==> config.mk <==
export PLATFORM = sky130hd
export DESIGN_NAME = hidden_layer_sched
export DESIGN_NICKNAME = d
export VERILOG_FILES = /design/src/rtl/hidden_layer_sched.sv
export SDC_FILE = /design/constraint.sdc
export NUM_CORES = 1
export LEC_CHECK = 0
export CAP_MARGIN = 10
export CORE_AREA = 2 2 143 145
export DETAILED_ROUTE_END_ITERATION = 6
export DIE_AREA = 0 0 145 147
export PLACE_DENSITY = 0.65
export SYNTH_ARGS = -nofsm -noshare
export SYNTH_HDL_FRONTEND = slang
export SYNTH_SLANG_ARGS = --single-unit
==> constraint.sdc <==
create_clock -name clk_i -period 7.05 [get_ports clk_i]
set_input_delay 1.41 -clock clk_i [delete_from_list [all_inputs] [get_ports clk_i]]
set_output_delay 1.41 -clock clk_i [all_outputs]
set_load 0.05 [all_outputs]
==> src/rtl/hidden_layer_sched.sv <==
// hidden_layer_sched: issues NUM_NEURONS logical neurons to one shared
// hidden_neuron datapath, one per cycle. It also captures each result and
// tracks the running argmax.
module hidden_layer_sched #(
  parameter int NUM_NEURONS = 4,
  parameter int AW          = $clog2(4 * NUM_NEURONS),
  parameter int NW          = $clog2(NUM_NEURONS)
) (
  input  logic          clk_i,
  input  logic          rst_i,
  input  logic          start_i,
  input  logic [3:0]    x_i,
  input  logic          wr_en_i,
  input  logic [AW-1:0] wr_addr_i,
  input  logic [7:0]    wr_data_i,
  input  logic [NW-1:0] rd_addr_i,
  output logic [9:0]    rd_data_o,
  output logic          nrn_en_o,
  output logic [3:0]    nrn_x_o,
  output logic [7:0]    nrn_w0_o,
  output logic [7:0]    nrn_w1_o,
  output logic [7:0]    nrn_w2_o,
  output logic [7:0]    nrn_w3_o,
  input  logic [9:0]    nrn_result_i,
  output logic          busy_o,
  output logic          done_o,
  output logic [NW-1:0] argmax_o,
  output logic [9:0]    max_o
);

  localparam int unsigned NUM_N = NUM_NEURONS;
  localparam int unsigned NUM_W = 4 * NUM_NEURONS;

  typedef enum logic [1:0] {S_IDLE, S_RUN, S_DRAIN} state_e;

  state_e          state_q, state_d;
  logic [NW-1:0]   issue_idx_q, issue_idx_d;
  logic [3:0]      x_q, x_d;
  logic            done_q, done_d;
  logic            cap_valid_q, cap_valid_d;
  logic [NW-1:0]   cap_idx_q, cap_idx_d;
  logic [9:0]      max_q, max_d;
  logic [NW-1:0]   argmax_q, argmax_d;
  logic [7:0]      bank_q [NUM_W];
  logic [7:0]      bank_d [NUM_W];
  logic [9:0]      res_q  [NUM_NEURONS];
  logic [9:0]      res_d  [NUM_NEURONS];
  logic            start_acc;

  assign start_acc = (state_q == S_IDLE) && start_i;

  // Sequencer: next state, issue index, and datapath drive for the issued neuron.
  always_comb begin
    // NOTE: every signal gets a default before the case so no path leaves it unassigned (no latches).
    state_d     = state_q;
    issue_idx_d = issue_idx_q;
    x_d         = x_q;
    done_d      = 1'b0;
    nrn_en_o    = 1'b0;
    nrn_w0_o    = '0;
    nrn_w1_o    = '0;
    nrn_w2_o    = '0;
    nrn_w3_o    = '0;
    case (state_q)
      S_IDLE: begin
        if (start_i) begin
          state_d     = S_RUN;
          x_d         = x_i;
          issue_idx_d = '0;
        end
      end
      S_RUN: begin
        nrn_en_o    = 1'b1;
        nrn_w0_o    = bank_q[{issue_idx_q, 2'd0}];
        nrn_w1_o    = bank_q[{issue_idx_q, 2'd1}];
        nrn_w2_o    = bank_q[{issue_idx_q, 2'd2}];
        nrn_w3_o    = bank_q[{issue_idx_q, 2'd3}];
        issue_idx_d = issue_idx_q + NW'(1);
        if (issue_idx_q == NW'(NUM_NEURONS - 1)) state_d = S_DRAIN;
      end
      S_DRAIN: begin
        state_d = S_IDLE;
        done_d  = 1'b1;
      end
      default: state_d = S_IDLE;
    endcase
  end

  // Capture stage: store the registered datapath result; track max with strict > so ties keep the lower index.
  always_comb begin
    cap_valid_d = nrn_en_o;
    cap_idx_d   = issue_idx_q;
    res_d       = res_q;
    max_d       = max_q;
    argmax_d    = argmax_q;
    if (start_acc) begin
      max_d    = '0;
      argmax_d = '0;
    end else if (cap_valid_q) begin
      res_d[cap_idx_q] = nrn_result_i;
      if (nrn_result_i > max_q) begin
        max_d    = nrn_result_i;
        argmax_d = cap_idx_q;
      end
    end
  end

  // Weight bank: host writes land only while idle and in range; others vanish.
  always_comb begin
    bank_d = bank_q;
    if (wr_en_i && (state_q == S_IDLE) && (32'(wr_addr_i) < NUM_W)) begin
      bank_d[wr_addr_i] = wr_data_i;
    end
  end

  // Result readback, zero for indices beyond the neuron count.
  always_comb begin
    rd_data_o = '0;
    if (32'(rd_addr_i) < NUM_N) rd_data_o = res_q[rd_addr_i];
  end

  // State registers; reset aborts any pass and clears both banks.
  always_ff @(posedge clk_i or posedge rst_i) begin
    if (rst_i) begin
      state_q     <= S_IDLE;
      issue_idx_q <= '0;
      x_q         <= '0;
      done_q      <= 1'b0;
      cap_valid_q <= 1'b0;
      cap_idx_q   <= '0;
      max_q       <= '0;
      argmax_q    <= '0;
      // NOTE: the banks are flop arrays that must read back zero after reset, so they are reset explicitly here.
      for (int i = 0; i < NUM_W; i++) bank_q[i] <= '0;
      for (int i = 0; i < NUM_NEURONS; i++) res_q[i] <= '0;
    end else begin
      // NOTE: non-blocking assignments so every flop samples pre-edge values.
      state_q     <= state_d;
      issue_idx_q <= issue_idx_d;
      x_q         <= x_d;
      done_q      <= done_d;
      cap_valid_q <= cap_valid_d;
      cap_idx_q   <= cap_idx_d;
      max_q       <= max_d;
      argmax_q    <= argmax_d;
      bank_q      <= bank_d;
      res_q       <= res_d;
    end
  end

  assign nrn_x_o  = x_q;
  assign busy_o   = (state_q != S_IDLE);
  assign done_o   = done_q;
  assign max_o    = max_q;
  assign argmax_o = argmax_q;

endmodule

---- Word-level counts from Yosys, hierarchy flattened ----
Cells that the tools add are included.
word-level totals
  logic and storage cells ................. 104
  input bits .............................. 32
  output and inout port bits .............. 61
  register bits after elaboration ......... 192
operators by class
  equality and inequality tests ........... 5
  muxes and demuxes ....................... 38
  $lt $le $gt $ge ......................... 10
  reduce and logical (&&, ||, !) cells .... 14
  bitwise logic cells ..................... 8
  add/subtract/negate cells ............... 1
operator list
  kind                 count
  $bmux 8 s4           4
  $bwmux 128           1
  $mux 8               13
  $mux 10              6
  $bwmux 40            1
  $demux 8 s4          1
  $ge 5x5->1 const B   5
  $not 4->5            5
  $bmux 10 s2          1
  $demux 10 s2         1
  $mux 2               6
  $gt 10x10->1         1
  $reduce_and 2->1     5
  $pmux 2 s2           2
  $reduce_bool 2->1    4
  $ge 3x3->1 const B   2
  $not 2->3            2
  $lt 5x1->1 const B   1
  $eq 2x2->1 const B   2
  $logic_and 1x1->1    4
  $ne 2x2->1 const B   2
  $lt 3x1->1 const B   1
  $add 2x1->2 const B  1
  $eq 2x1->1 const B   1
  other kinds (3)      4

---- Longest topological paths before layout ----
  depth after elaboration ................. 6
  depth in mapped cells ................... 8
  mapped depth without buffers ............ 7

---- Least setup slack after synthesis ----
Ideal clock, no wire load.
  path kind ............................... in2out
  from .................................... in rd_addr_i[0]
  to ...................................... out rd_data_o[0]
  required time ........................... 5640 ps
  path slack .............................. 3264 ps
  arrival time ............................ 2376 ps
  stages .................................. 2
  buffers on the path ..................... 1
  path through ............................ buf_2 -> mux4_2
on the way
  word-level cells in the longest chain between the ends .. 4
RTL lines
  what                                         RTL line  text
  start: declaration                           16        input logic [NW-1:0] rd_addr_i,
  $not 2->3 (implied by the code)              119       if (32'(rd_addr_i) < NUM_N) rd_data_o = res_q[rd_addr_i];
  $bmux 10 s2                                  119
  $mux 10 (implied by the code) (2 in series)  119
  end: declaration                             17        output logic [9:0] rd_data_o,
No other way between the ends. The select of a mux whose other input is x is not followed.

---- Worst setup path in the final report ----
  from .................................... in rd_addr_i[0]
  to ...................................... out rd_data_o[7]
The elaborated chain is that of the path after synthesis.

==> reports/results.tsv <==
metric	value	unit
Worst Path Arrival	3.68	ns
Final ANT Viol Nets	0	
GRT Total Usage	18.6	%
Logic pwr share	45.4	%
Worst Hold Launch	res_q[0]$_DFFE_PP0P_	
setup TNS	0	ns
Setup crit start	rd_addr_i[0]	
Die Y	147	um
IO Pins	93	
status	finished clean	
Ys Warns	0	
layout cell share with drive strength beyond 1	37.1	%
endpoints failing setup	0	
H-tree Lvls	4	
core area	19800	um2
total power	5130	uW
worst ir drop on vdd	0.312	mV
die span in x	145	um
Yosys reg bits	192	
TritonCTS clock tree	done	
Sequential Power Share	36.6	%
wire per inst	19.6	um
startpoint types	input pin	
top cells by area, synth	dfrtp_1, mux2_2, mux4_2	
first-pass GRT wire length	30700	um
CTS hold repair buffers	0	
clock tree buffer depth	2	
Fin. Hold Viols	0	
CP max FO	10	
Residual DRC	0	
Crit Path Category	input pin to output pin	
Clk pwr share	18.0	%
RSZ-0062 raised after global routing	false	
Clk Latency, worst-skew pair	0.44	ns
Via density	5.33	
Power Density	488	nW/um2
largest net degree at the start of global routing	81	
relative slew slack	25.0	%
RR Startpoint	state_q[0]$_DFFE_PP0P_	
Leak	0.00458	uW
clock slew at reported path FFs	0.08	ns
cts bufs inserted	17	
Ant. Diodes	0	
post_cts resized	0	
post-CTS setup buffers	0	
unique cell type count in the Yosys netlist	32	
vias post-DR	5110	
Die ar.	21300	um2
Overflow after GRT	0	
Peak Freq	197	MHz
maxcap violations	0	
skew final	0.00816	ns
initial antenna violation count	0	
sequential area share after synthesis	54.8	%
CTS sink cnt	192	
cell taking the most area after synthesis	dfrtp_1	
Port Buffers	92	
fillcell total	1646	
DPL Wire Length	12200	um
Final #Nets	718	
CTS Root Cell	clkbuf_16	
row count	52	
Syn Area/Cell	14.8	um2
switching power	1970	uW
RD Place Congestion	0.756	
Pre-Repair DR Iteration Count	4	
period utilisation layout	72.1	%
Post-Syn Area	8760	um2
net count after synthesis	634	
Starting Density	44.2	%
drt total wl	18800	um
worst slew pin tran	1.12	ns
internal power	3160	uW
Layout area overhead	19.9	%
cells after synthesis	591	
min Tclk post-route	5.09	ns
CP Capture Type	output pin	
Worst Path Required	5.64	ns
min-delay worst type	flip-flop to flip-flop	
fin. max-slew vios	0	
Sw Share	38.4	%
vias in the first global route	5502	
initial DRC count	197	
top-area cell type share of the netlist area	54.8	%
-- flip-flops by register name, indices dropped and copies added, names as in the netlist --
| register | flops |
|---|---|
| nrn_x_o | 4 |
| max_o | 10 |
| done_o | 1 |
| res_q | 40 |
| argmax_o | 2 |
| cap_valid_q | 1 |
| cap_idx_q | 2 |
| cap_idx_d | 2 |
| state_q | 2 |
| bank_q | 128 |
-- cells in the final DEF (no fill, tap or decap), types with 4 or more instances in the layout --
cell type,n
nor2_1,5
o21ai_0,6
mux2i_1,12
nand3_1,5
ha_1,11
inv_1,13
mux4_2,42
dfrtp_1,191
nand2_1,40
and2_1,33
clkbuf_16,17
clkinv_4,4
clkdlybuf4s50_1,92
mux2_2,166
inv_6,4
buf_4,5
-- worst max-delay path: stages --
cell             delay [ns]
clkdlybuf4s50_1        0.94
mux4_2                 0.59
clkdlybuf4s50_1        0.72
-- Yosys cell counts --
library cell	instances
nor2_4	3
nand4b_1	3
nor3_4	1
ha_1	11
nor2b_1	3
buf_1	1
o21ai_0	6
nor3_1	1
nor2_2	1
and2_1	33
nor3_2	2
or3_1	1
nand4_1	3
nand2_1	40
mux2i_1	12
mux2_1	3
mux2_2	166
nand3_1	5
dfrtp_1	192
nor3b_2	1
a211oi_1	1
o41a_1	1
clkbuf_1	25
a21oi_1	3
a21o_1	1
buf_2	6
mux4_2	42
nand2b_1	3
and4_1	1
inv_1	14
nor2_1	5
o31a_1	1
-- power by group through the flow --
stage | registers, uW | logic, uW | clock network, uW
6_report | 1880 | 2330 | 924
5_1_grt | 1940 | 2490 | 993
4_1_cts | 1880 | 2370 | 943
3_5_place_dp | 1900 | 2360 | 0
3_3_place_gp | 1860 | 2320 | 0
2_1_floorplan | 1930 | 1640 | 0
-- cells by family (layout without fill, tap and decap cells) --
family / after synthesis / count (layout) / synth area share [%]
AOI/OAI and AO/OA: 13 / 13 / 0.914
adders and majority gates: 11 / 11 / 1.57
buffers and inverters: 46 / 143 / 2.06
DFF: 192 / 192 / 54.8
muxes: 223 / 223 / 33.9
and+or+nand+nor: 106 / 106 / 6.75
-- path summary, 6_finish.rpt --
kind,endpoint,slack [ns],cells after the start
worst max-delay path,rd_data_o[7],1.96,3
worst min-delay path,res_q[0]$_DFFE_PP0P_,0.49,2
worst max register to register,res_q[30]$_DFFE_PP0P_,4.70,6
worst min register to register,res_q[0]$_DFFE_PP0P_,0.49,2
max in group asynchronous,bank_q[94]$_DFFE_PP0P_,4.33,3
min in group asynchronous,res_q[39]$_DFFE_PP0P_,1.36,2
-- layer usage --
metal	up-vias	global-route usage, %	part of all wire (%)
met5	-	0	0
met4	0	4.31	0.93
met3	15	4.04	4.0
met2	91	31.6	50
met1	2701	24.9	45
li1	2303	-	-
-- final cells by class --
cell class	instances	area (um2)	area share (%)
Sequential cell	192	4810	45.7
Multi-Input combinational cell	353	3780	36.0
Timing Repair Buffer	97	958	9.12
Clock buffer	18	439	4.18
Tap cell	270	338	3.22
Clock inverter	14	130	1.24
Inverter	14	57.6	0.548
-- metrics by stage --
stage,instance area [um2],std cells,util [%],hold WS [ns],worst slack [ns]
after floorplan,8760,591,-,0.376,0.413
after global placement,9940,926,50.1,0.463,1.96
after detailed placement,9940,926,50.1,0.465,1.92
after CTS,10500,958,53.0,0.490,1.91
after global routing,10500,958,53.0,0.506,1.83
final,10500,958,53.0,0.486,1.96
Note: power is estimated with default switching activity, not from simulation.
